### src/rtl/spi_slave_sync.sv
// SPI responder oversampled in the system clock domain: 8-bit full-duplex frames,
// MSB first, all four modes, with a tx holding register and an rx data register.
//
// state | meaning
// IDLE  | ss high, miso tri-stated, waiting for synced ss to fall
// LOAD  | one cycle: holding register (or 0x00) moves into the tx shifter
// SHIFT | frame in progress, sampling/shifting on synced sclk edges
module spi_slave_sync #(
  parameter int WIDTH       = 8,
  parameter int SYNC_STAGES = 2
) (
  input  logic             clk,
  input  logic             reset,
  input  logic [1:0]       mode,
  input  logic             sclk,
  input  logic             ss,
  input  logic             mosi,
  output logic             miso,
  output logic             miso_oe,
  input  logic [WIDTH-1:0] tx_data,
  input  logic             tx_load,
  output logic             tx_ready,
  output logic [WIDTH-1:0] rx_data,
  output logic             rx_valid,
  input  logic             rx_ack,
  output logic             overrun,
  output logic             busy
);

  localparam int CNT_W = (WIDTH > 2) ? $clog2(WIDTH) : 1;
  localparam logic [CNT_W-1:0] LAST_BIT = CNT_W'(WIDTH - 1);

  typedef enum logic [1:0] {IDLE, LOAD, SHIFT} state_t;

  state_t state, state_nxt;

  logic [SYNC_STAGES-1:0] sclk_pipe, ss_pipe, mosi_pipe;
  logic sclk_d, ss_d;
  logic sclk_s, ss_s, mosi_s;
  logic ss_fall, ss_rise, sclk_rise, sclk_fall;
  logic lead_edge, trail_edge, sample_edge, shift_edge;

  logic [1:0]       mode_q;
  logic [CNT_W-1:0] bit_cnt;
  logic [WIDTH-1:0] rx_shift, tx_shift, holding;
  logic             do_load, do_sample, do_shift, byte_done;

  // ss synchronizer resets to the inactive (high) level so release does not look like a frame start
  always_ff @(posedge clk or negedge reset) begin
    if (!reset) begin
      sclk_pipe <= '0;
      ss_pipe   <= '1;
      mosi_pipe <= '0;
      sclk_d    <= 1'b0;
      ss_d      <= 1'b1;
    end else begin
      sclk_pipe <= {sclk_pipe[SYNC_STAGES-2:0], sclk};
      ss_pipe   <= {ss_pipe[SYNC_STAGES-2:0], ss};
      mosi_pipe <= {mosi_pipe[SYNC_STAGES-2:0], mosi};
      sclk_d    <= sclk_s;
      ss_d      <= ss_s;
    end
  end

  assign sclk_s = sclk_pipe[SYNC_STAGES-1];
  assign ss_s   = ss_pipe[SYNC_STAGES-1];
  assign mosi_s = mosi_pipe[SYNC_STAGES-1];

  assign ss_fall   = ss_d & ~ss_s;
  assign ss_rise   = ~ss_d & ss_s;
  assign sclk_rise = sclk_s & ~sclk_d;
  assign sclk_fall = ~sclk_s & sclk_d;

  assign lead_edge   = mode_q[1] ? sclk_fall : sclk_rise;
  assign trail_edge  = mode_q[1] ? sclk_rise : sclk_fall;
  assign sample_edge = mode_q[0] ? trail_edge : lead_edge;
  assign shift_edge  = mode_q[0] ? lead_edge : trail_edge;

  always_ff @(posedge clk or negedge reset) begin
    if (!reset) state <= IDLE;
    else        state <= state_nxt;
  end

  always_comb begin
    state_nxt = state;
    do_load   = 1'b0;
    do_sample = 1'b0;
    do_shift  = 1'b0;
    byte_done = 1'b0;
    case (state)
      IDLE:  if (ss_fall) state_nxt = LOAD;
      LOAD: begin
        do_load   = 1'b1;
        state_nxt = SHIFT;
      end
      SHIFT: begin
        do_sample = sample_edge;
        byte_done = sample_edge && (bit_cnt == LAST_BIT);
        // bit_cnt==0 marks the edge that merely presents bit 7 (CPHA=1 first edge,
        // or CPHA=0 trailing edge of the previous byte), so no shift there
        do_shift  = shift_edge && (bit_cnt != '0);
        if (byte_done) state_nxt = LOAD;
      end
      default: state_nxt = IDLE;
    endcase
    if (ss_rise) begin
      state_nxt = IDLE;
      do_load   = 1'b0;
      do_sample = 1'b0;
      do_shift  = 1'b0;
      byte_done = 1'b0;
    end
  end

  always_ff @(posedge clk or negedge reset) begin
    if (!reset) begin
      mode_q   <= 2'b00;
      bit_cnt  <= '0;
      rx_shift <= '0;
      tx_shift <= '0;
      holding  <= '0;
      tx_ready <= 1'b1;
      rx_data  <= '0;
      rx_valid <= 1'b0;
      overrun  <= 1'b0;
    end else begin
      if (state == IDLE && ss_fall) mode_q <= mode;

      if (ss_rise || byte_done) bit_cnt <= '0;
      else if (do_sample)       bit_cnt <= bit_cnt + CNT_W'(1);

      if (ss_rise)        rx_shift <= '0;
      else if (do_sample) rx_shift <= {rx_shift[WIDTH-2:0], mosi_s};

      if (do_load)       tx_shift <= tx_ready ? '0 : holding;
      else if (do_shift) tx_shift <= {tx_shift[WIDTH-2:0], 1'b0};

      // a load in the LOAD cycle is accepted for the byte after the one being transferred
      if (do_load) begin
        if (tx_load) begin
          holding  <= tx_data;
          tx_ready <= 1'b0;
        end else begin
          tx_ready <= 1'b1;
        end
      end else if (tx_load && tx_ready) begin
        holding  <= tx_data;
        tx_ready <= 1'b0;
      end

      if (byte_done) begin
        rx_data  <= {rx_shift[WIDTH-2:0], mosi_s};
        rx_valid <= 1'b1;
        if (rx_valid && !rx_ack) overrun <= 1'b1;
      end else if (rx_ack && rx_valid) begin
        rx_valid <= 1'b0;
        overrun  <= 1'b0;
      end
    end
  end

  assign busy    = (state != IDLE);
  assign miso_oe = (state != IDLE) && !ss_rise;
  assign miso    = miso_oe & tx_shift[WIDTH-1];

endmodule

### config.mk
export PLATFORM = sky130hd
export DESIGN_NAME = spi_slave_sync
export DESIGN_NICKNAME = d
export VERILOG_FILES = /design/src/rtl/spi_slave_sync.sv
export SDC_FILE = /design/constraint.sdc
export NUM_CORES = 1
export LEC_CHECK = 0
export CORE_UTILIZATION = 24
export CTS_BUF_LIST = sky130_fd_sc_hd__clkbuf_16
export DETAILED_ROUTE_END_ITERATION = 6
export HOLD_SLACK_MARGIN = 0.02
export PLACE_DENSITY = 0.42
export RECOVER_POWER = 50
export SETUP_SLACK_MARGIN = 0.4
export SLEW_MARGIN = 40
export SYNTH_ARGS = -nofsm -noshare
export SYNTH_HDL_FRONTEND = slang
export SYNTH_SLANG_ARGS = --single-unit
### constraint.sdc
create_clock -name clk -period 4.1 [get_ports clk]
set_clock_uncertainty 0.05 [all_clocks]
set_input_delay 0.82 -clock clk [delete_from_list [all_inputs] [get_ports clk]]
set_output_delay 0.82 -clock clk [all_outputs]
set_load 0.005 [all_outputs]
======== Word level (Yosys, flattened, before mapping) ========
Cells that the tools add are included.
word-level totals
  output and inout bits ................... 14
  word-level logic and storage cells ...... 86
  register bits ........................... 49
  input bits .............................. 17
operators by class
  reduce and logical (&&, ||, !) cells .... 21
  bitwise gates (word level) .............. 9
  add/sub/neg operators ................... 1
  multiplexer cells ....................... 33
  equal/unequal tests ..................... 7
operators with widths
  kind                 number
  $mux 8               6
  $mux 1               19
  $mux 7               2
  $reduce_bool 2->1    6
  $logic_and 1x1->1    7
  $mux 2               3
  $mux 3               2
  $ne 3x3->1 const B   2
  $pmux 2 s3           1
  $reduce_and 2->1     3
  $and 1x1->1          5
  $not 1->1            4
  $add 3x1->3 const B  1
  $eq 3x3->1 const B   1
  $reduce_bool 3->1    1
  $eq 2x1->1 const B   1
  $eq 2x2->1 const B   1
  $logic_not 1->1      2
  $logic_not 2->1      1
  $ne 2x1->1 const B   1
  $ne 2x2->1 const B   1
  $logic_or 1x1->1     1

======== Longest topological paths before layout ========
  word-level depth ........................ 9
  mapped depth ............................ 8
  mapped depth without buffers ............ 6

======== Least setup slack after synthesis ========
No wires, ideal clock.
  kind .................................... reg2out
  start point ............................. register ss_d
  end point ............................... output miso
  arrival time ............................ 1138 ps
  required time ........................... 3230 ps
  path slack .............................. 2092 ps
  path buffers ............................ 1
  stages on the path, launching flop included .. 6
  cells stage by stage .................... dfstp_2 > inv_1 > ha_1 > buf_2 > nor2_1 > and2_1
between the ends
  word-level cells in the longest chain between the ends .. 5
RTL lines
  what                    RTL line  source
  from (decl)             38        logic sclk_d, ss_d;
  from (signal assigned)  61        ss_d <= ss_s;
  $not 1->1               70        assign ss_rise = ~ss_d & ss_s;
  $and 1x1->1             70
  $logic_not 1->1         163       assign miso_oe = (state != IDLE) && !ss_rise;
  $logic_and 1x1->1       163
  via miso_oe             19        output logic miso_oe,
  $and 1x1->1             164       assign miso = miso_oe & tx_shift[WIDTH-1];
  to (decl)               18        output logic miso,
The timed path passes the listed nets, and every way through them passes these cells.

======== Final worst setup path ========
  start point ............................. register ss_pipe[1]
  end point ............................... output miso
between the ends
  word-level cells in the longest chain between the ends .. 4
RTL lines
  what                    RTL line  source
  from (decl)             37        logic [SYNC_STAGES-1:0] sclk_pipe, ss_pipe, mosi_pipe;
  from (signal assigned)  58        ss_pipe <= {ss_pipe[SYNC_STAGES-2:0], ss};
  $and 1x1->1             70
  $logic_not 1->1         163
  $logic_and 1x1->1       163
  $and 1x1->1             164
Every way passes these cells.

==> run_results.csv <==
group,metric,value,unit
global_route,grt_pass1_wl,7160,um
sta,whs,0.299,ns
place,io_buffers,30,
floorplan,rows,33,
synth,synth_cells,180,
floorplan,die_y,95.9,um
sta,relSlewSlack,-0.142,
synth,syn_nets,202,
sta,grt_setup_unrepaired,"no",
finish,regArea,1230,um2
setup_path,crit_arrival,2.21,ns
clock_network,numCtsBuffers,5,
routing,vias_per_cell,4.57,
floorplan,pin_count,31,
routing,drt_iter0_markers,69,
synth,synth_top_area_cell,"dfrtp_1",
routing,ant_nets,0,
sta,fin_crit,3.08,ns
global_route,grt_use_total,0.105,
setup_path,cp-startpoint,"ss_pipe[1]",
finish,area_growth,28.0,%
clock_network,postCtsHoldBufs,0,
finish,fin_area,2710,um2
place,gp_congestion,0.704,
hold_path,holdPathEnd,"sclk_pipe[1]",
pwr,p_per_area,584,nW/um2
clock_network,clk_latency,0.29,ns
sta,tightestPinTransition,1.71,ns
synth,synth.most_common_cell,"dfrtp_1",
synth,synth-adder-area-share,0.0296,
synth,synth_seq_cells,49,
routing,drt-total-wl,4110,um
clock_network,ctsLongestPathBuffers,2,
floorplan,core_region_area,8380,um2
clock_network,cts_tree,"done",
setup_path,r2r_start,"ss_pipe[1]",
synth,async_flop_share,1.00,
pwr,power,0.00158,W
floorplan,start_util,0.253,
sta,finalCritPeriodShare,0.752,
place,dpl-instance-area,2520,um2
setup_path,rr_worst_depth,4,
hold_path,min_path_type,"reg2reg",
synth,synthSimpleGateAreaFrac,0.124,
synth,synth_top_family_by_area,"simple AND/OR/NAND/NOR gates",
status,violations,"max-capacitance violations, max-slew violations",
global_route,grt_antenna_before_repair,0,
sta,hold_viol,0,
finish,multi_input_area,830,um2
setup_path,r2r_end,"holding[4]",
pwr,ir_drop,280,uV
finish,fin_nets,233,
synth,synth-edff-count,0,
setup_path,ff2ff_setup_slack,1.82,ns
routing,drc,0,
routing,wl_per_cell,13.0,um
floorplan,die-area,9200,um2
setup_path,crit_type,"reg2out",
synth,synthFlopType,"dfrtp_1",
hold_path,hp-start,"sclk_pipe[0]",
routing,num_vias,1449,
synth,synth_xor_area_frac,0.00768,
synth,ys_seq_area_frac,0.582,
global_route,first_global_vias,1446,
sta,maxSlewViolCount,33,
finish,num_antenna_cells,0,
clock_network,cts_resized,0,
setup_path,startpoint_type,"flop",
sta,finalSetupTns,0,ns
synth,synth_area_per_cell,11.8,um2
routing,dr.pass1.iters,4,
place,hpwl,2800,um
setup_path,path_cells,"ha_1 -> nor2_1 -> and2_1 -> clkdlybuf4s50_1",
clock_network,htree_num_levels,2,
flow_run,max_cap_violations,1,
global_route,grt_max_degree,33,
synth,yosys-top-cells-count,"45 x dfrtp_1, 17 x mux2_2, 14 x nand2_1, 14 x o21ai_0, 11 x a21oi_1",
pwr,leakage,1.14,nW
setup_path,slowest_stage,"ha_1",
clock_network,cts.sinks,49,
status,status,"finished with violations",
sta,setup_viol,0,
synth,synth_area,2120,um2
setup_path,required,3.23,ns
setup_path,path_max_fanout,17,
floorplan,die_w,95.9,um
synth,synth.mux.area_fraction,0.112,
synth,synth_area_leaders,"dfrtp_1 53%, mux2_2 9.0%, dfstp_2 5.0%",
clock_network,clock-root-buffer,"clkbuf_16",
setup_path,cp_slowest_stage_delay,0.58,ns
hold_path,whs_path_depth,0,
finish,drive_above_1_share,0.165,
synth,yosysUniqueCellTypes,37,
synth,synth_compound_area_frac,0.117,
finish,fillers,871,
synth,synth_top_area_frac,0.532,
sta,max_freq,325,MHz
global_route,grt-ovfl-total,0,
clock_network,clk_pin_slew_worst_paths,0.07,ns
synth,ys_warn_count,0,
clock_network,post_cts_buffers,0,
setup_path,crit_path_end_kind,"output port",
## per-layer routing
metal  wire length, um  GRT usage
met5                 0          0
met4                85     0.0485
met3               178     0.0308
met2              1800      0.153
met1              2040      0.143
## where the power goes
group	total [W]	internal, W	switching [W]
Clock	0.000529	0.000348	0.000181
Combinational	0.000394	0.000190	0.000204
Sequential	0.000660	0.000593	0.0000665
Total	0.00158	0.00113	0.000451
## layout by cell type (no fill, tap or decap), types with 3 or more instances in the layout
cell type / instances
o21bai_1: 3
mux2_2: 17
clkdlybuf4s50_1: 26
dfstp_2: 3
inv_1: 8
dlygate4sd3_1: 3
o21ai_0: 14
o211ai_1: 8
nand2_1: 14
dfrtp_1: 45
nor2b_1: 3
clkbuf_16: 5
nor2_1: 8
a21oi_1: 11
ha_1: 5
nand3_1: 7
## cell families (layout without fill, tap and decap cells)
family / Yosys count / in the layout
AO/OA/AOI/OAI: 41 / 41
XOR/XNOR: 1 / 1
adder cells (fa/ha/maj): 5 / 5
buffers and inverters: 15 / 47
flip-flops: 49 / 49
multiplexers: 21 / 21
AND/OR/NAND/NOR: 48 / 48
## sequential cells by signal (all words and copies together) (netlist names), 2 cells and up
signal and flops:
holding 8, bit_cnt 3, ss_pipe 2, rx_shift 7
mode_q 2, sclk_pipe 2, mosi_pipe 2, rx_data 8
state 2, tx_shift 8
## final cells by class
type,instances,area share
sequential,49,0.454
multi-input combinational,116,0.306
timing repair buffer,31,0.110
tap,105,0.0485
clock buffer,5,0.0462
clock inverter,3,0.0240
inverter,8,0.0111
## worst max-delay path by stage
stage / end / slack, ns / depth (start not counted)
2_1_floorplan: miso / 2.09 / 5
3_3_place_gp: miso / 1.38 / 4
3_5_place_dp: miso / 1.36 / 4
4_1_cts: miso / 1.03 / 4
5_1_grt: miso / 0.90 / 4
6_report: miso / 1.02 / 4
## through the flow
stage          cells  utilization  setup WS [ns]
5_1_grt          317        0.323          0.904
3_5_place_dp     309        0.301           1.36
2_1_floorplan    180            -           2.09
3_3_place_gp     309        0.301           1.38
4_1_cts          317        0.323           1.03
6_report         317        0.323           1.02
## critical path, delay by kind of cell (launching register included)
kind	cells	cell delay (ns)
buf+inv	1	0.45
flops	1	0.55
fa+ha+maj	1	0.58
simple gates	2	0.34
Note: power is estimated with default switching activity, not from simulation.
